--- src/rtl/gin_id_scan_ctrl_if.sv ---
// ---------------------------------------------------------------------------
//  gin_id_scan_ctrl_if : config-loader and X-bus scan-chain signal bundle
//  Rev 1.0
// ---------------------------------------------------------------------------
`default_nettype none

interface gin_id_scan_ctrl_if #(
  parameter int COL_TAG_WIDTH = 4
);
  logic                     cfg_valid;
  logic                     cfg_ready;
  logic [COL_TAG_WIDTH-1:0] cfg_id;
  logic                     start;
  logic                     verify_en;
  logic                     se_id;
  logic                     si_id;
  logic                     so_id;
  logic                     busy;
  logic                     done;
  logic                     err;

  // master = config loader plus X-bus chain; slave = the scan controller
  modport master (
    output cfg_valid, cfg_id, start, verify_en, so_id,
    input  cfg_ready, se_id, si_id, busy, done, err
  );

  modport slave (
    input  cfg_valid, cfg_id, start, verify_en, so_id,
    output cfg_ready, se_id, si_id, busy, done, err
  );
endinterface

`default_nettype wire

--- src/rtl/gin_id_scan_ctrl.sv ---
// ---------------------------------------------------------------------------
//  gin_id_scan_ctrl : buffers one tag per X-bus column and shifts them into
//  the MCC ID scan chain, with an optional read-back verify pass.
//  Rev 1.0
// ---------------------------------------------------------------------------
`default_nettype none

module gin_id_scan_ctrl #(
  parameter int NUM_OF_COLS   = 14,
  parameter int COL_TAG_WIDTH = 4
) (
  input  wire logic           clk,
  input  wire logic           reset,
  gin_id_scan_ctrl_if.slave   bus
);

  localparam int CHAIN_LEN = NUM_OF_COLS * COL_TAG_WIDTH;
  localparam int CNT_W     = $clog2(CHAIN_LEN + 1);
  localparam int LOAD_W    = $clog2(NUM_OF_COLS + 1);

  localparam logic [CNT_W-1:0]  LAST_BIT = CNT_W'(CHAIN_LEN - 1);
  localparam logic [LOAD_W-1:0] NUM_COLS = LOAD_W'(NUM_OF_COLS);

  typedef enum logic [1:0] {
    ST_IDLE   = 2'd0,
    ST_SHIFT  = 2'd1,
    ST_VERIFY = 2'd2,
    ST_DONE   = 2'd3
  } state_t;

  state_t                 state;
  logic [LOAD_W-1:0]      load_cnt;
  logic [CNT_W-1:0]       bit_cnt;
  logic [CHAIN_LEN-1:0]   chain_buf;
  logic                   verify_q;
  logic                   se_q;
  logic                   si_q;
  logic                   busy_q;
  logic                   done_q;
  logic                   err_q;

  logic                   load_full;
  logic                   cfg_fire;

  assign load_full     = (load_cnt == NUM_COLS);
  assign bus.cfg_ready = (load_cnt < NUM_COLS) && !busy_q;
  assign cfg_fire      = bus.cfg_valid && bus.cfg_ready;

  assign bus.se_id = se_q;
  assign bus.si_id = si_q;
  assign bus.busy  = busy_q;
  assign bus.done  = done_q;
  assign bus.err   = err_q;

  // chain_buf[c*W+b] holds column c bit b, so its MSB is stream bit 0. The
  // buffer is rotated once per presented bit and is back in place after
  // every L-bit pass, which lets the verify pass replay the same stream.
  always_ff @(posedge clk or negedge reset) begin
    if (!reset) begin
      state     <= ST_IDLE;
      load_cnt  <= '0;
      bit_cnt   <= '0;
      chain_buf <= '0;
      verify_q  <= 1'b0;
      se_q      <= 1'b0;
      si_q      <= 1'b0;
      busy_q    <= 1'b0;
      done_q    <= 1'b0;
      err_q     <= 1'b0;
    end else begin
      case (state)
        ST_IDLE: begin
          if (bus.start && load_full) begin
            verify_q  <= bus.verify_en;
            err_q     <= 1'b0;
            bit_cnt   <= '0;
            busy_q    <= 1'b1;
            se_q      <= 1'b1;
            si_q      <= chain_buf[CHAIN_LEN-1];
            chain_buf <= {chain_buf[CHAIN_LEN-2:0], chain_buf[CHAIN_LEN-1]};
            state     <= ST_SHIFT;
          end else if (cfg_fire) begin
            for (int c = 0; c < NUM_OF_COLS; c++) begin
              if (load_cnt == LOAD_W'(c)) begin
                chain_buf[c*COL_TAG_WIDTH +: COL_TAG_WIDTH] <= bus.cfg_id;
              end
            end
            load_cnt <= load_cnt + LOAD_W'(1);
          end
        end

        ST_SHIFT, ST_VERIFY: begin
          // so_id on a verify edge is the bit presented L edges earlier
          if (state == ST_VERIFY && bus.so_id != si_q) begin
            err_q <= 1'b1;
          end
          if (bit_cnt == LAST_BIT) begin
            if (state == ST_SHIFT && verify_q) begin
              bit_cnt   <= '0;
              si_q      <= chain_buf[CHAIN_LEN-1];
              chain_buf <= {chain_buf[CHAIN_LEN-2:0], chain_buf[CHAIN_LEN-1]};
              state     <= ST_VERIFY;
            end else begin
              se_q   <= 1'b0;
              si_q   <= 1'b0;
              busy_q <= 1'b0;
              done_q <= 1'b1;
              state  <= ST_DONE;
            end
          end else begin
            bit_cnt   <= bit_cnt + CNT_W'(1);
            si_q      <= chain_buf[CHAIN_LEN-1];
            chain_buf <= {chain_buf[CHAIN_LEN-2:0], chain_buf[CHAIN_LEN-1]};
          end
        end

        ST_DONE: begin
          done_q   <= 1'b0;
          load_cnt <= '0;
          state    <= ST_IDLE;
        end

        default: begin
          state <= ST_IDLE;
        end
      endcase
    end
  end

endmodule

`default_nettype wire

--- src/flat_wrapper.sv ---
// flat-port wrapper written by rule: the top's interface ports become plain ports
module gin_id_scan_ctrl_flat 
#(
  parameter int NUM_OF_COLS   = 14,
  parameter int COL_TAG_WIDTH = 4
)
  (clk, reset, bus_cfg_valid, bus_cfg_id, bus_start, bus_verify_en, bus_so_id, bus_cfg_ready, bus_se_id, bus_si_id, bus_busy, bus_done, bus_err);
  gin_id_scan_ctrl_if #(.COL_TAG_WIDTH(COL_TAG_WIDTH)) bus_i ();
  input  wire logic clk;
  input  wire logic reset;
  input wire logic [$bits(bus_i.cfg_valid)-1:0] bus_cfg_valid;
  input wire logic [$bits(bus_i.cfg_id)-1:0] bus_cfg_id;
  input wire logic [$bits(bus_i.start)-1:0] bus_start;
  input wire logic [$bits(bus_i.verify_en)-1:0] bus_verify_en;
  input wire logic [$bits(bus_i.so_id)-1:0] bus_so_id;
  output wire logic [$bits(bus_i.cfg_ready)-1:0] bus_cfg_ready;
  output wire logic [$bits(bus_i.se_id)-1:0] bus_se_id;
  output wire logic [$bits(bus_i.si_id)-1:0] bus_si_id;
  output wire logic [$bits(bus_i.busy)-1:0] bus_busy;
  output wire logic [$bits(bus_i.done)-1:0] bus_done;
  output wire logic [$bits(bus_i.err)-1:0] bus_err;
  assign bus_i.cfg_valid = bus_cfg_valid;
  assign bus_i.cfg_id = bus_cfg_id;
  assign bus_i.start = bus_start;
  assign bus_i.verify_en = bus_verify_en;
  assign bus_i.so_id = bus_so_id;
  assign bus_cfg_ready = bus_i.cfg_ready;
  assign bus_se_id = bus_i.se_id;
  assign bus_si_id = bus_i.si_id;
  assign bus_busy = bus_i.busy;
  assign bus_done = bus_i.done;
  assign bus_err = bus_i.err;
  gin_id_scan_ctrl #(.NUM_OF_COLS(NUM_OF_COLS), .COL_TAG_WIDTH(COL_TAG_WIDTH)) u_core (.clk(clk), .reset(reset), .bus(bus_i));
endmodule
--- config.mk ---
export PLATFORM = sky130hd
export DESIGN_NAME = gin_id_scan_ctrl_flat
export DESIGN_NICKNAME = d
export VERILOG_FILES = /design/src/rtl/gin_id_scan_ctrl_if.sv /design/src/rtl/gin_id_scan_ctrl.sv /design/src/flat_wrapper.sv
export SDC_FILE = /design/constraint.sdc
export NUM_CORES = 1
export LEC_CHECK = 0
export ABC_CLOCK_PERIOD_IN_PS = 2300
export CORE_UTILIZATION = 55
export CTS_CLUSTER_DIAMETER = 200
export DETAILED_ROUTE_END_ITERATION = 6
export GPL_TIMING_DRIVEN = 0
export PLACE_DENSITY = 0.88
export RECOVER_POWER = 100
export SLEW_MARGIN = 10
export SYNTH_ARGS = -nofsm -noshare
export SYNTH_HDL_FRONTEND = slang
export SYNTH_SLANG_ARGS = --single-unit
--- constraint.sdc ---
create_clock -name clk -period 2.3 [get_ports clk]
set_input_delay 0.23 -clock clk [delete_from_list [all_inputs] [get_ports clk]]
set_output_delay 0.23 -clock clk [all_outputs]
set_load 0.005 [all_outputs]
==> results.md <==
* Total chip power at approximately 5700 µW
* Core area at 0.00653 mm²
* Worst endpoint data arrival time at 2.43 ns
* Antenna Nets Post-Route at 0
* Deepest clock path buffer count at 2
* Maxcap violations at 0
* Critical path endpoint category: register
* Syn Inst Count at between 400 and 500
* Post-Syn Area at 0.00381 mm²
* Status: finished, final reports clean
* Slew Limit Fails at 0
* Final setup fails at 0
* Fmax at around 450 MHz
* PwrDens at 1300 mW/mm²
* Post-synthesis register bit count at 73
* Diodes inserted at 0
* VDD IR-drop max at ~480 µV
* Worst Path Max Fanout at 10
* Period minus WS final at 2.22 ns
* Num ports at 16
* First-pass GRT wire length at 14300 µm
* Hold_ws at 0.421 ns
* Clock Skew at 0.00774 ns
* HP Class: input pin to register
* Post-detailed-route via-to-cell ratio at 6.24
* Nets@finish at about 460
* Clock Pin Slew Worst Setup and Hold Paths at roughly 0.08 ns
* Vias in the first global route at 3000
* Layout cells sized above 1 at 0.134
* Initial DRC count at 339
* Layout area overhead at 15.2%
* GRT Overall Usage at 0.253
* Setup_tns at 0 ns
* Die Wd at 85.2 µm
* Most common cell after layout, fill and taps aside: a21oi_1
* Least-Margin Pin Slew at between 0.8 and 0.9 ns
* Final Cycle Share at 0.967
* Max H-tree Level at 3
* Initial core utilization at 0.583
* CP Class: register to register
* Placed Cells at 503
* DR vias at 3269
* Port bufs at 15
* Yosys cell types at 44
* CTS Sinks at 73
* DRC Markers at 0
* Syn nets at 431
* Final HPWL DP at between 5000 and 6000 µm
* Average size of a mapped cell at 9.28 µm²
* CP Data Required Time at 2.51 ns
* Multi-input gate area at approximately 0.0017 mm²
* Commonest cells after routing, fill and taps aside: 75 x a21oi_1, 71 x dfrtp_1, 42 x inv_1
* Pleak at approximately 0.002 µW
* CP Cell Sequence: inv_1 > ha_2 > inv_1 > clkbuf_2 > nand2_1 > clkbuf_4 > clkbuf_4 > a21oi_1 > o21ai_1
* Die Area at ~0.0073 mm²
* Final hold vios at 0
* Global placement routability congestion at 0.906
* CP max stage cell: dfrtp_1
* Worst-Skew Late Latency at between 0.3 and 0.4 ns
* Slew headroom at 0.447
* Antenna violations before repair at 0
* WL/cell at 16.6 µm
* CTS tree: yes
* Gr ovfl total at 0
* Worst path max stage delay at about 0.45 ns
* Filler Cell Count at 469
* Register area share after synthesis at 0.480
* Die height at 85.2 µm
* Synthesis Warnings at 0
* FF+latch area at 0.00183 mm²
* Row cnt at 29
* Crit start category: register
* Drt pass-1 iters at 7
* Fin cells at 524
* Largest net degree at the start of global routing at 60
* Root Buffer Master: clkbuf_8
* CTS Buf Count at 9
* Drt total wl at 8670 µm
## timing repair
item | in CTS | in global routing
pin swaps | 1 | 3
setup buffers | 2 | 4
hold endpoints to repair | 14 | 0
endpoints found under the setup margin | 52 | 57
resized for setup | 15 | 20
hold buffers | 1 | 0
## synthesized netlist by cell type
cell / instances / area, µm²
o21ai_2: 2 / 17.5
a21oi_2: 2 / 17.5
nor2_1: 11 / 41.3
buf_4: 2 / 15.0
ha_1: 11 / 138
nand2_1: 36 / 135
o221ai_1: 2 / 17.5
and4_1: 1 / 8.76
or4b_1: 2 / 20.0
a21oi_4: 1 / 16.3
nor4b_2: 1 / 15.0
dfrtp_1: 73 / 1830
xor2_1: 1 / 8.76
nand2b_1: 2 / 12.5
or2_2: 1 / 6.26
nor2b_1: 2 / 12.5
a22o_1: 1 / 8.76
nand4_4: 1 / 21.3
o41ai_1: 1 / 8.76
inv_1: 42 / 158
buf_1: 1 / 3.75
o21ai_1: 9 / 45.0
nand4_1: 1 / 6.26
a31oi_4: 1 / 21.3
nand3_1: 8 / 40.0
and3_1: 6 / 37.5
a21boi_0: 1 / 7.51
o21ai_0: 36 / 180
clkbuf_2: 2 / 10.0
nor3b_1: 4 / 30.0
o2111ai_1: 1 / 8.76
nor4b_1: 1 / 8.76
o211ai_1: 3 / 22.5
nor3_1: 1 / 5.00
a21oi_1: 77 / 385
clkbuf_1: 15 / 56.3
o31ai_1: 3 / 22.5
mux2i_1: 33 / 330
mux2_2: 1 / 11.3
buf_2: 5 / 25.0
a31oi_1: 3 / 18.8
nand2_2: 1 / 6.26
a221o_1: 1 / 10.0
a41oi_1: 1 / 8.76
## critical path, delay by kind of cell (launching register included)
family / cells / cell delay (ns)
and+or+nand+nor: 1 / 0.11
DFF: 1 / 0.45
adders and majority gates: 1 / 0.33
buffers and inverters: 5 / 0.85
AOI/OAI and AO/OA: 2 / 0.35
## layout make-up
cell class / count / share of cell area
plain buffers: 24 / 0.0320
clock buffers: 11 / 0.0322
clock inverters: 4 / 0.0174
inverters: 42 / 0.0359
multi-input cells: 270 / 0.396
flip-flops and latches: 73 / 0.417
well taps: 77 / 0.0220
repair buffers: 23 / 0.0471
## worst paths after layout
path	end	slack (ns)	cells past startpoint	from
worst max-delay path	u_core.chain_buf[52]$_DFFE_PN0P_	0.08	9	u_core.state[1]$_DFFE_PN0P_
worst min-delay path	u_core.verify_q$_DFFE_PN0P_	0.42	3	bus_verify_en
worst max register to register	u_core.chain_buf[52]$_DFFE_PN0P_	0.08	9	u_core.state[1]$_DFFE_PN0P_
worst min register to register	u_core.chain_buf[41]$_DFFE_PN0P_	0.49	2	u_core.chain_buf[41]$_DFFE_PN0P_
max in group asynchronous	u_core.chain_buf[46]$_DFFE_PN0P_	0.45	3	reset
min in group asynchronous	u_core.state[1]$_DFFE_PN0P_	0.50	2	reset
## sequential cells by signal, summed over array words and instances, names as in the netlist
register,cells
u_core.bus.si_id,1
u_core.bus.se_id,1
u_core.load_cnt,4
u_core.bus.err,1
u_core.verify_q,1
u_core.bit_cnt,6
u_core.bus.done,1
u_core.state,2
u_core.chain_buf,56
## kinds of logic after synthesis
| group | share of synthesized area |
|---|---|
| buf+inv | 0.0703 |
| xor+xnor | 0.00230 |
| simple gates | 0.107 |
| fa+ha+maj | 0.0362 |
| flops | 0.480 |
| mux | 0.0897 |
| compound gates | 0.215 |
## report_power, final
group	internal [µW]	leakage, µW	switching (µW)
registers	1860	0.000902	366
logic	972	0.00101	1380
clock network	639	0.000106	484
total	3470	0.00202	2230
## stage by stage
step,area (µm²),util,setup WS [ns]
2_1_floorplan,3810,-,0.186
3_3_place_gp,4050,0.620,-1.38
3_5_place_dp,4080,0.624,-0.381
4_1_cts,4350,0.666,0.000964
5_1_grt,4390,0.671,-0.0732
6_report,4390,0.671,0.0752
## per-layer routing
layer / GRT usage / wire, µm / vias to the layer above
met4: 0.0986 / 219 / 0
li1: - / - / 1485
met1: 0.329 / 3740 / 1622
met2: 0.405 / 4210 / 136
met3: 0.0671 / 506 / 26
met5: 0 / 0 / -
Power figures use the tool's default switching activity.
